<file path="config.mk">
export PLATFORM = sky130hd
export DESIGN_NAME = alu_deserializer
export DESIGN_NICKNAME = d
export VERILOG_FILES = /design/src/rtl/alu_deserializer.sv
export SDC_FILE = /design/constraint.sdc
export NUM_CORES = 1
export LEC_CHECK = 0
export CORE_MARGIN = 2
export CORE_UTILIZATION = 52
export CTS_BUF_LIST = sky130_fd_sc_hd__clkbuf_8
export CTS_CLUSTER_DIAMETER = 60
export DETAILED_ROUTE_END_ITERATION = 7
export MAX_ROUTING_LAYER = met4
export PLACE_DENSITY = 0.78
export SLEW_MARGIN = 20
export SYNTH_ARGS = -nofsm -noshare
export SYNTH_HDL_FRONTEND = slang
export SYNTH_SLANG_ARGS = --single-unit
</file>
<file path="constraint.sdc">
create_clock -name clk -period 2.31 [get_ports clk]
set_input_delay 0.462 -clock clk [delete_from_list [all_inputs] [get_ports clk]]
set_output_delay 0.462 -clock clk [all_outputs]
set_load 0.02 [all_outputs]
</file>
<file path="src/rtl/alu_deserializer.sv">
// Serial command deserializer for the ALU core: collects 8 DATA frames plus one CTL frame,
// checks framing, CRC4 and opcode, then presents operands with a valid/ready handshake.
module alu_deserializer #(
    parameter int unsigned STOP_CHECK = 1
) (
    input  logic        clk,
    input  logic        RST,
    input  logic        sin,
    input  logic        ready_i,
    output logic        valid_o,
    output logic [31:0] a_o,
    output logic [31:0] b_o,
    output logic [2:0]  op_o,
    output logic        err_valid_o,
    output logic [2:0]  err_o,
    output logic        ovr_o
);

    typedef enum logic [1:0] {StIdle, StType, StBits, StStop} state_e;

    state_e      state_q, state_d;
    logic [2:0]  bit_cnt_q, bit_cnt_d;
    logic        type_q, type_d;
    logic [7:0]  byte_q, byte_d;
    logic [63:0] data_q, data_d;
    logic [3:0]  frame_cnt_q, frame_cnt_d;
    logic [3:0]  crc_q, crc_d;
    logic        discard_q, discard_d;
    logic        valid_q, valid_d;
    logic [31:0] a_q, a_d, b_q, b_d;
    logic [2:0]  op_q, op_d;
    logic        err_valid_q, err_valid_d;
    logic [2:0]  err_q, err_d;
    logic        ovr_q, ovr_d;

    logic [3:0]  crc_final;
    logic        stop_bad;

    // One serial step of CRC4, polynomial x^4+x+1.
    function automatic logic [3:0] crc4_step(input logic [3:0] c, input logic b);
        logic fb;
        fb = c[3] ^ b;
        return {c[2], c[1], c[0] ^ fb, fb};
    endfunction

    // The CTL frame's leading bit is 0 on the line but enters the CRC as 1.
    assign crc_final = crc4_step(crc4_step(crc4_step(crc4_step(crc_q, 1'b1),
                                 byte_q[6]), byte_q[5]), byte_q[4]);
    assign stop_bad  = (STOP_CHECK != 0) && !sin;

    always_comb begin
        state_d     = state_q;
        bit_cnt_d   = bit_cnt_q;
        type_d      = type_q;
        byte_d      = byte_q;
        data_d      = data_q;
        frame_cnt_d = frame_cnt_q;
        crc_d       = crc_q;
        discard_d   = discard_q;
        valid_d     = valid_q;
        a_d         = a_q;
        b_d         = b_q;
        op_d        = op_q;
        err_valid_d = 1'b0;
        err_d       = 3'b000;
        ovr_d       = ovr_q;

        if (valid_q && ready_i) begin
            valid_d = 1'b0;
        end

        unique case (state_q)
            StIdle: begin
                if (!sin) begin
                    if (valid_q && !ready_i) begin
                        ovr_d = 1'b1;
                    end else begin
                        state_d = StType;
                    end
                end
            end
            StType: begin
                type_d    = sin;
                bit_cnt_d = 3'd7;
                state_d   = StBits;
            end
            StBits: begin
                byte_d = {byte_q[6:0], sin};
                if (!type_q && !discard_q) begin
                    data_d = {data_q[62:0], sin};
                    crc_d  = crc4_step(crc_q, sin);
                end
                if (bit_cnt_q == 3'd0) begin
                    state_d = StStop;
                end else begin
                    bit_cnt_d = bit_cnt_q - 3'd1;
                end
            end
            StStop: begin
                state_d = StIdle;
                if (discard_q) begin
                    if (type_q) begin
                        discard_d = 1'b0;
                    end
                end else if (!type_q && !stop_bad && frame_cnt_q != 4'd8) begin
                    frame_cnt_d = frame_cnt_q + 4'd1;
                end else begin
                    // Every report or accept restarts collection from frame 0.
                    frame_cnt_d = 4'd0;
                    crc_d       = 4'd0;
                    if (!type_q || stop_bad || frame_cnt_q != 4'd8) begin
                        err_valid_d = 1'b1;
                        err_d       = 3'b100;
                        discard_d   = 1'b1;
                    end else if (byte_q[3:0] != crc_final) begin
                        err_valid_d = 1'b1;
                        err_d       = 3'b010;
                    end else if (byte_q[5]) begin
                        err_valid_d = 1'b1;
                        err_d       = 3'b001;
                    end else begin
                        valid_d = 1'b1;
                        b_d     = data_q[63:32];
                        a_d     = data_q[31:0];
                        op_d    = byte_q[6:4];
                    end
                end
            end
            default: state_d = StIdle;
        endcase
    end

    always_ff @(posedge clk) begin
        if (RST) begin
            state_q     <= StIdle;
            bit_cnt_q   <= 3'd0;
            type_q      <= 1'b0;
            byte_q      <= 8'd0;
            data_q      <= 64'd0;
            frame_cnt_q <= 4'd0;
            crc_q       <= 4'd0;
            discard_q   <= 1'b0;
            valid_q     <= 1'b0;
            a_q         <= 32'd0;
            b_q         <= 32'd0;
            op_q        <= 3'd0;
            err_valid_q <= 1'b0;
            err_q       <= 3'd0;
            ovr_q       <= 1'b0;
        end else begin
            state_q     <= state_d;
            bit_cnt_q   <= bit_cnt_d;
            type_q      <= type_d;
            byte_q      <= byte_d;
            data_q      <= data_d;
            frame_cnt_q <= frame_cnt_d;
            crc_q       <= crc_d;
            discard_q   <= discard_d;
            valid_q     <= valid_d;
            a_q         <= a_d;
            b_q         <= b_d;
            op_q        <= op_d;
            err_valid_q <= err_valid_d;
            err_q       <= err_d;
            ovr_q       <= ovr_d;
        end
    end

    assign valid_o     = valid_q;
    assign a_o         = a_q;
    assign b_o         = b_q;
    assign op_o        = op_q;
    assign err_valid_o = err_valid_q;
    assign err_o       = err_q;
    assign ovr_o       = ovr_q;

endmodule
</file>
==> impl_metrics.csv, run 1 <==
group,metric,value,unit
timing,fin_crit_sh,0.966,
cells_and_area,layoutNonFillerInstCount,971,
yosys,synth_top_family_by_area,"simple AND/OR/NAND/NOR gates",
routing,via_per_inst,5.04,
placed_design,post_dp_cell_area,7500,um^2
cts,cts_buffer_depth,2,
timing,hold_viol,0,
power,peakVddDrop,472,uV
yosys,synth_mux_area_frac,0.115,
routing,vias,4894,
setup_path,critical_path.max_fanout,8,
die,core,12200,um^2
cells_and_area,drive_above_1_share,0.0747,
grt,grt_pass1_wl,21000,um
routing,wl,12700,um
setup_path,critPathTopFamily,"simple AND/OR/NAND/NOR gates",
cells_and_area,nFillCells,1029,
die,die_width,116,um
routing,wl_per_cell,13.1,um
job,max-cap-violations,0,
yosys,ys_seq_area_frac,0.483,
cts,clock-root-buffer,"clkbuf_8",
yosys,yosys.area_share.simple,0.242,
yosys,synth_fa_ha_area_frac,0.0153,
setup_path,required,2680,ps
cells_and_area,nNetsFinal,803,
setup_path,slowest_stage,"or3_4",
timing,worst_pin_slew,733,ps
placed_design,dp_slack,-19.8,ps
die,io_pins,77,
routing,first_pass_iters,5,
setup_path,worst-path-buf-inv,2,
yosys,synth_nets,738,
timing,fmax,448,MHz
cts,post_cts_buffers,0,
placed_design,dp.cells,938,
timing,timing.final.ws_setup,79.1,ps
timing,setup_viol,0,
yosys,synth_xor_area_frac,0.0170,
cells_and_area,diodes,0,
cts,cts_hold_buf,0,
grt,grt_pass1_vias,4642,
yosys,ys_ff_latch,158,
timing,skew,10.6,ps
timing,timing.hold.ws,469,ps
setup_path,critical_path_class,"reg2reg",
placed_design,gp_congestion,0.892,
timing,period_needed,2230,ps
die,die-area,13500,um^2
cells_and_area,areaGrowthSynthToFinish,21.9,%
power,leakagePower,2.58,nW
setup_path,worstSetupStartpointType,"flop",
routing,drt_iter0_drc,236,
routing,ant_nets,0,
cts,path_clk_slew,80,ps
yosys,synthCells,726,
cts,clock_sinks,158,
yosys,syn_area,6550,um^2
die,start_util,0.538,
placed_design,io_buffers,75,
run_status,status,"finished clean",
grt,overflow,0,
cts,cts_tree,"built",
yosys,avgSynthCellArea,9.02,um^2
worst_hold_path,min_path_type,"reg2reg",
placed_design,dp.final_hpwl,8380,um
timing,rsz0062_at_grt,"true",
routing,drcViolationCount,0,
die,num_rows,40,
setup_path,path_cells,"xor3_1, or3_4, a2111oi_4, buf_6, buf_12, mux2i_2",
timing,max_slew_margin,0.511,
die,fp.dieH,116,um
setup_path,arrival,2600,ps
power,finalPower,5.94,mW
grt,grt_max_degree,93,
power,p_per_area,745,nW/um^2
cts,cts_buffers,17,
yosys,ys_types,42,
grt,antenna_found_initial,0,
setup_path,max_stage_delay,430,ps
timing,slew_viol_final,0,
yosys,synth-compound-area-share,0.0841,
grt,grt_usage,0.203,
setup_path,worstSetupEndpointType,"flop",
cts,htree_levels,4,
cts,worstSkewPairLatency,450,ps
yosys,yosys_warnings,0,
cells_and_area,final_cell_area,7980,um^2
layout by cell type (no fill, tap or decap), types with 2 or more instances in the layout:
master           count
dfxtp_1            157
nand2b_1           134
nand2_1            132
a21oi_1             77
mux2i_1             74
clkdlybuf4s50_1     74
clkbuf_8            22
inv_1               15
nor2_1              14
buf_4               14
xnor2_1              8
o21ai_0              8
ha_1                 8
nor3_1               6
buf_12               6
nand4_1              5
nand3_1              4
nor2b_1              4
bufinv_16            3
xor2_1               2
and2_1               2
or2_2                2
a31oi_1              2
a211oi_1             2
clkbuf_16            2
buf_6                2
where the power goes:
part	switching [mW]	internal (mW)	leakage (nW)	total [mW]
combinational	0.624	0.323	1.08	0.947
sequential	0.0706	2.79	1.27	2.86
clock	0.940	1.19	0.226	2.13
total	1.64	4.31	2.58	5.94
worst paths after layout:
check | from | endpoint | slack (ps) | cells after the start
worst min-delay path | data_q[48] | data_q[49] | 470 | 2
worst min register to register | data_q[48] | data_q[49] | 470 | 2
worst max register to register | byte_q[2] | a_o[12] | 80 | 6
worst max-delay path | byte_q[2] | a_o[12] | 80 | 6
per-layer routing:
layer | vias up | GRT usage | part of all wire | wire (um)
met2 | 106 | 0.328 | 0.48 | 6140
met4 | 0 | 0.0722 | 0.012 | 153
met1 | 2271 | 0.242 | 0.47 | 5920
met3 | 16 | 0.0586 | 0.040 | 509
li1 | 2501 | - | - | -
met5 | - | - | 0 | 0
tightest hold or removal path: cells and delay by family, from the launching register on:
kind / cells / cell delay (ps)
compound gates: 1 / 50
flops: 1 / 330
simple gates: 1 / 60
cells in the mapped netlist (all sizes together):
cell type	count	area, um^2
conb	1	3.75
nor2b	4	25.0
nand4	5	31.3
and2	3	18.8
or4	1	7.51
a311oi	1	8.76
buf	11	87.6
a31oi	2	12.5
ha	8	100
a21oi	77	385
nor4	1	6.26
a21boi	1	7.51
xor3	1	23.8
xnor2	8	70.1
nand3	4	20.0
a211oi	2	15.0
nor2	14	52.6
mux2i	75	751
o21ba	2	20.0
inv	11	41.3
clkbuf	41	154
nand2b	134	838
a21o	1	7.51
xor2	2	17.5
o221ai	1	8.76
and3	1	6.26
or2	2	12.5
and3b	1	8.76
nand4b	1	8.76
dfxtp	158	3160
a2111oi	2	36.3
o21ai	8	40.0
or3	2	17.5
o311ai	1	8.76
nor3	6	30.0
nand2	133	499
through the flow:
| step | TNS [ps] | util |
|---|---|---|
| after floorplan | 0 | - |
| after global placement | 0 | 0.617 |
| after detailed placement | -19.8 | 0.617 |
| after CTS | 0 | 0.651 |
| after global routing | -40.7 | 0.656 |
| final | 0 | 0.656 |
flip-flops by register name, indices dropped and copies added (netlist names), 2 cells and up:
register,flops
data_q,64
a_o,32
b_o,32
byte_q,7
crc_q,4
frame_cnt_q,4
bit_cnt_q,3
err_o,3
op_o,2
state_q,2
area by class of cell:
cell class	count	area (um^2)	share of cell area
Tap cell	168	210	0.0263
Inverter	11	41.3	0.00517
Clock inverter	9	118	0.0147
Multi-Input combinational cell	505	3110	0.389
Sequential cell	158	3160	0.396
Clock buffer	22	303	0.0379
Timing Repair Buffer	98	1040	0.130
timing repair:
item / CTS / global route
resized for setup: 1 / 3
pin swaps: 1 / 0
hold endpoints to repair: 0 / 0
setup endpoints to repair: 2 / 20
cloned: 0 / 2
kinds of logic (layout without fill, tap and decap cells):
kind of cell    after synthesis  count (layout)
simple gates                312             312
compound gates               98              98
flops                       158             158
fa+ha+maj                     8               8
xor+xnor                     11              11
other cells                   1               1
mux                          75              75
buf+inv                      63             140
Power figures use the tool's default switching activity.
==> run 2: changes to the inputs <==
Settings changed: CORE_UTILIZATION 52 to 32, PLACE_DENSITY 0.78 to 0.52.
Clock period 2.31 ns to 2 ns, I/O delays scaled along.
==> impl_metrics.csv, run 2 (same netlist as run 1, synthesis figures left out) <==
group,metric,value,unit
routing,wl,14100,um
die,io_pins,77,
grt,grt_pass1_vias,4906,
cells_and_area,layout_common_cells,"dfxtp_1 (157), nand2b_1 (134), nand2_1 (132)",
cells_and_area,areaGrowthSynthToFinish,27.6,%
cells_and_area,multi_input_area,3130,um^2
cts,path_clk_slew,90,ps
die,num_rows,52,
routing,vias,4969,
placed_design,io_buffers,75,
cells_and_area,nNetsFinal,822,
setup_path,critical_path.max_fanout,5,
die,die_width,147,um
die,start_util,0.325,
cells_and_area,layout_commonest_cell,"dfxtp_1",
power,combPwrFrac,0.178,
placed_design,gp_congestion,0.790,
grt,grt_usage,0.138,
cts,htree_levels,4,
timing,max_slew_margin,0.591,
power,p_per_area,821,nW/um^2
setup_path,worstSetupEndpointType,"flop",
routing,first_pass_iters,4,
die,fp.dieH,147,um
timing,skew,12.0,ps
routing,ant_nets,0,
placed_design,dp.final_hpwl,9240,um
power,p_clk_frac,0.341,
timing,timing.hold.ws,436,ps
timing,worst_pin_slew,610,ps
timing,fin_crit_sh,1.09,
grt,antenna_found_initial,0,
cts,cts_buffer_depth,2,
setup_path,worstSetupStartpointType,"flop",
grt,overflow,0,
setup_path,r2r_end,"a_o[3]",
cells_and_area,diodes,0,
setup_path,cp-startpoint,"byte_q[2]",
timing,rsz0062_at_grt,"true",
power,peakVddDrop,419,uV
power,swShare,0.294,
run_status,status,"finished with violations",
setup_path,ff2ff_setup_slack,-170,ps
routing,drt_iter0_drc,250,
timing,fmax,460,MHz
worst_hold_path,min_path_type,"in2reg",
grt,grt_max_degree,72,
die,die-area,21600,um^2
cells_and_area,regArea,3160,um^2
timing,slew_viol_final,0,
cts,clock_sinks,158,
setup_path,regToRegStartpoint,"byte_q[2]",
cts,worstSkewPairLatency,450,ps
cells_and_area,nFillCells,1991,
cells_and_area,largest_reg_flops,64,
cells_and_area,drive_above_1_share,0.0984,
run_status,violations,"setup timing",
routing,via_per_inst,4.55,
setup_path,r2r_cells,8,
timing,hold_viol,0,
setup_path,endpoint,"a_o[3]",
timing,setup_viol,69,
routing,drcViolationCount,0,
setup_path,critical_path_class,"reg2reg",
cts,clock-root-buffer,"clkbuf_8",
setup_path,required,2390,ps
routing,wl_per_cell,12.9,um
cells_and_area,regMostFlops,"data_q",
power,finalPower,6.86,mW
power,p_switching,2.02,mW
grt,grt_pass1_wl,23600,um
timing,timing.final.ws_setup,-174,ps
cts,cts_tree,"built",
die,core,20200,um^2
cts,cts_buffers,17,
setup_path,arrival,2560,ps
power,p_int,4.84,mW
timing,period_needed,2170,ps
power,leakagePower,2.68,nW
power,power_frac_seq,0.482,
job,max-cap-violations,0,
-- run 2: changes by cell type in the layout (fill, tap and decap cells not counted), sizes merged --
cell / change
clkinv: +2
clkbuf: -4
buf: +20
bufinv: -1
inv: +1
clkinvlp: +2
-- run 2: area by class of cell --
type,count,share of cell area
flip-flops and latches,158,0.379
multi-input cells,505,0.374
repair buffers,117,0.155
well taps,270,0.0404
clock buffers,19,0.0313
clock inverters,13,0.0150
inverters,11,0.00494
-- run 2: how the worst min path moves through the flow --
stage                     startpoint         end  slack, ps  cells after the start
final                            RST       ovr_o        440                      2
after detailed placement  data_q[42]  data_q[43]        460                      2
after floorplan           data_q[63]  data_q[63]        440                      2
after CTS                        RST       ovr_o        400                      2
after global routing             RST       ovr_o        460                      2
after global placement    data_q[63]  data_q[63]        450                      2
-- run 2: per-stage QoR --
| step | cell area, um^2 | utilization | setup WS (ps) | std cells | setup TNS [ps] |
|---|---|---|---|---|---|
| global route | 8350 | 0.414 | -291 | 1093 | -16270 |
| global placement | 7780 | 0.386 | -180 | 1052 | -10330 |
| finish | 8350 | 0.414 | -174 | 1093 | -9630 |
| floorplan | 6560 | - | -43.1 | 726 | -1290 |
| detailed placement | 7780 | 0.386 | -253 | 1052 | -13090 |
| CTS | 8300 | 0.411 | -168 | 1091 | -8200 |
-- run 2: power groups by stage --
stage / Sequential (mW) / Clock (mW) / Combinational (mW)
after floorplan: 3.36 / 0 / 0.828
after global placement: 3.37 / 0 / 1.15
after detailed placement: 3.37 / 0 / 1.20
after CTS: 3.30 / 2.42 / 1.20
after global routing: 3.31 / 2.54 / 1.35
final: 3.30 / 2.34 / 1.22
-- run 2: layer usage --
layer | part of all wire | track usage
met3 | 0.033 | 0.0332
met1 | 0.49 | 0.174
met4 | 0.018 | 0.0543
met2 | 0.45 | 0.215
met5 | 0 | -
-- run 2: what timing repair did --
action / in CTS / in global routing
resized for setup: 10 / 5
hold endpoints to repair: 0 / 0
cloned: 1 / 1
hold buffers: 0 / 0
endpoints found under the setup margin: 67 / 72
buffers inserted: 6 / 1
-- run 2: critical path, stage by stage, from the launching register on --
cell and delay (ps):
dfxtp_2 340, xor3_1 410, or3_4 370, a2111oi_4 320, buf_6 170, buf_12 100
buf_16 120, buf_12 110, mux2i_1 180
==> run 3: changes to the inputs <==
Settings changed: CAP_MARGIN set to 20, CORE_UTILIZATION 32 to 44, PLACE_DENSITY 0.52 to 0.68.
==> impl_metrics.csv, run 3 (same netlist as run 1, synthesis figures left out) <==
group,metric,value,unit
run_status,status,"finished with violations",
run_status,violations,"setup timing",
power,leakagePower,2.65,nW
routing,met2_length,5980,um
cells_and_area,drive_above_1_share,0.0927,
setup_path,worstSetupEndpointType,"flop",
cts,worstSkewPairLatency,440,ps
timing,fmax,462,MHz
timing,timing.final.ws_setup,-163,ps
setup_path,critical_path.max_fanout,9,
cts,htree_levels,4,
cells_and_area,nNetsFinal,821,
cts,cts_buffer_depth,2,
cts,clock-root-buffer,"clkbuf_8",
routing,via_per_inst,4.90,
grt,antenna_found_initial,0,
cells_and_area,layout_commonest_cell,"dfxtp_1",
placed_design,io_buffers,75,
die,num_rows,44,
die,die-area,15900,um^2
routing,wl,13300,um
power,finalPower,6.59,mW
worst_hold_path,min_path_type,"in2reg",
timing,period_needed,2160,ps
cells_and_area,regMostFlops,"data_q",
cts,cts_hold_buf,0,
job,max-cap-violations,0,
timing,slew_viol_final,0,
timing,fin_crit_sh,1.08,
cells_and_area,largest_reg_flops,64,
grt,grt_max_degree,70,
routing,met3_length,536,um
cells_and_area,post-route-util,0.559,
cts,cts_tree,"built",
cells_and_area,layout_common_cells,"dfxtp_1 (157), nand2b_1 (134), nand2_1 (132)",
timing,skew,5.30,ps
routing,vias,4920,
timing,rsz0062_at_grt,"true",
cts,clock_sinks,158,
setup_path,worstSetupStartpointType,"flop",
die,core,14500,um^2
cts,path_clk_slew,80,ps
die,die_width,126,um
cells_and_area,areaGrowthSynthToFinish,24.2,%
die,io_pins,77,
die,start_util,0.450,
setup_path,arrival,2530,ps
power,peakVddDrop,434,uV
routing,drcViolationCount,0,
cells_and_area,diodes,0,
placed_design,gp_congestion,0.775,
setup_path,critical_path_class,"reg2reg",
routing,top_layer,"met4",
placed_design,dp.final_hpwl,8650,um
grt,grt_pass1_vias,4597,
setup_path,required,2370,ps
cts,cts_buffers,17,
routing,m1WireLength,6580,um
timing,hold_viol,0,
placed_design,dp_slack,-249,ps
power,p_per_area,811,nW/um^2
routing,first_pass_iters,4,
timing,setup_viol,69,
grt,grt_pass1_wl,21700,um
die,fp.dieH,126,um
routing,wl_per_cell,13.3,um
grt,overflow,0,
routing,drt_iter0_drc,345,
routing,ant_nets,0,
grt,grt_usage,0.172,
run 3: cell types whose count changed in the layout (fill, tap and decap cells not counted), moves of 2 or more:
cell / before / now
buf_12: 14 / 9
buf_4: 21 / 26
buf_6: 6 / 2
buf_8: 0 / 2
clkinv_2: 2 / 4
run 3: report_power, final:
group / switching (mW) / internal [mW] / total, mW
combinational: 0.744 / 0.452 / 1.20
clock: 1.10 / 1.01 / 2.11
sequential: 0.0625 / 3.23 / 3.29
total: 1.91 / 4.68 / 6.59
run 3: through the flow:
| stage | area (um^2) | hold WS (ps) | setup TNS [ps] | cells |
|---|---|---|---|---|
| floorplan | 6560 | 437 | -1290 | 726 |
| global placement | 7640 | 451 | -8360 | 968 |
| detailed placement | 7640 | 460 | -11360 | 968 |
| CTS | 8070 | 301 | -8880 | 1002 |
| global route | 8130 | 320 | -12890 | 1004 |
| finish | 8130 | 334 | -7350 | 1004 |
run 3: timing repair:
item / in CTS / in global routing
gates resized for setup: 6 / 7
gates cloned: 1 / 2
setup endpoints to repair: 67 / 74
setup buffers: 3 / 1
endpoints found under the hold margin: 0 / 0
run 3: area by class of cell:
cell class | count | area [um^2]
Inverter | 11 | 41.3
Multi-Input combinational cell | 505 | 3100
Timing Repair Buffer | 116 | 1250
Clock inverter | 11 | 80.1
Sequential cell | 158 | 3160
Fill cell | 1285 | 6410
Tap cell | 184 | 230
Clock buffer | 19 | 262
run 3: worst max-delay path: stages (launching register included):
cell       delay, ps
dfxtp_2          330
xor3_1           410
or3_4            360
a2111oi_4        300
buf_6            170
buf_12           150
buf_16           150
mux2i_1          200
run 3: path summary, 6_finish.rpt:
check	from	endpoint	slack [ps]	cells after the start
max	byte_q[2]	b_o[20]	-160	7
min	RST	byte_q[3]	330	2
max reg2reg	byte_q[2]	b_o[20]	-160	7
min reg2reg	data_q[30]	data_q[31]	470	2
run 3: per-layer routing:
layer  global-route usage  up-vias
met5                    -        -
li1                     -     2530
met4               0.0621        0
met2                0.262       87
met1                0.221     2286
met3               0.0463       17
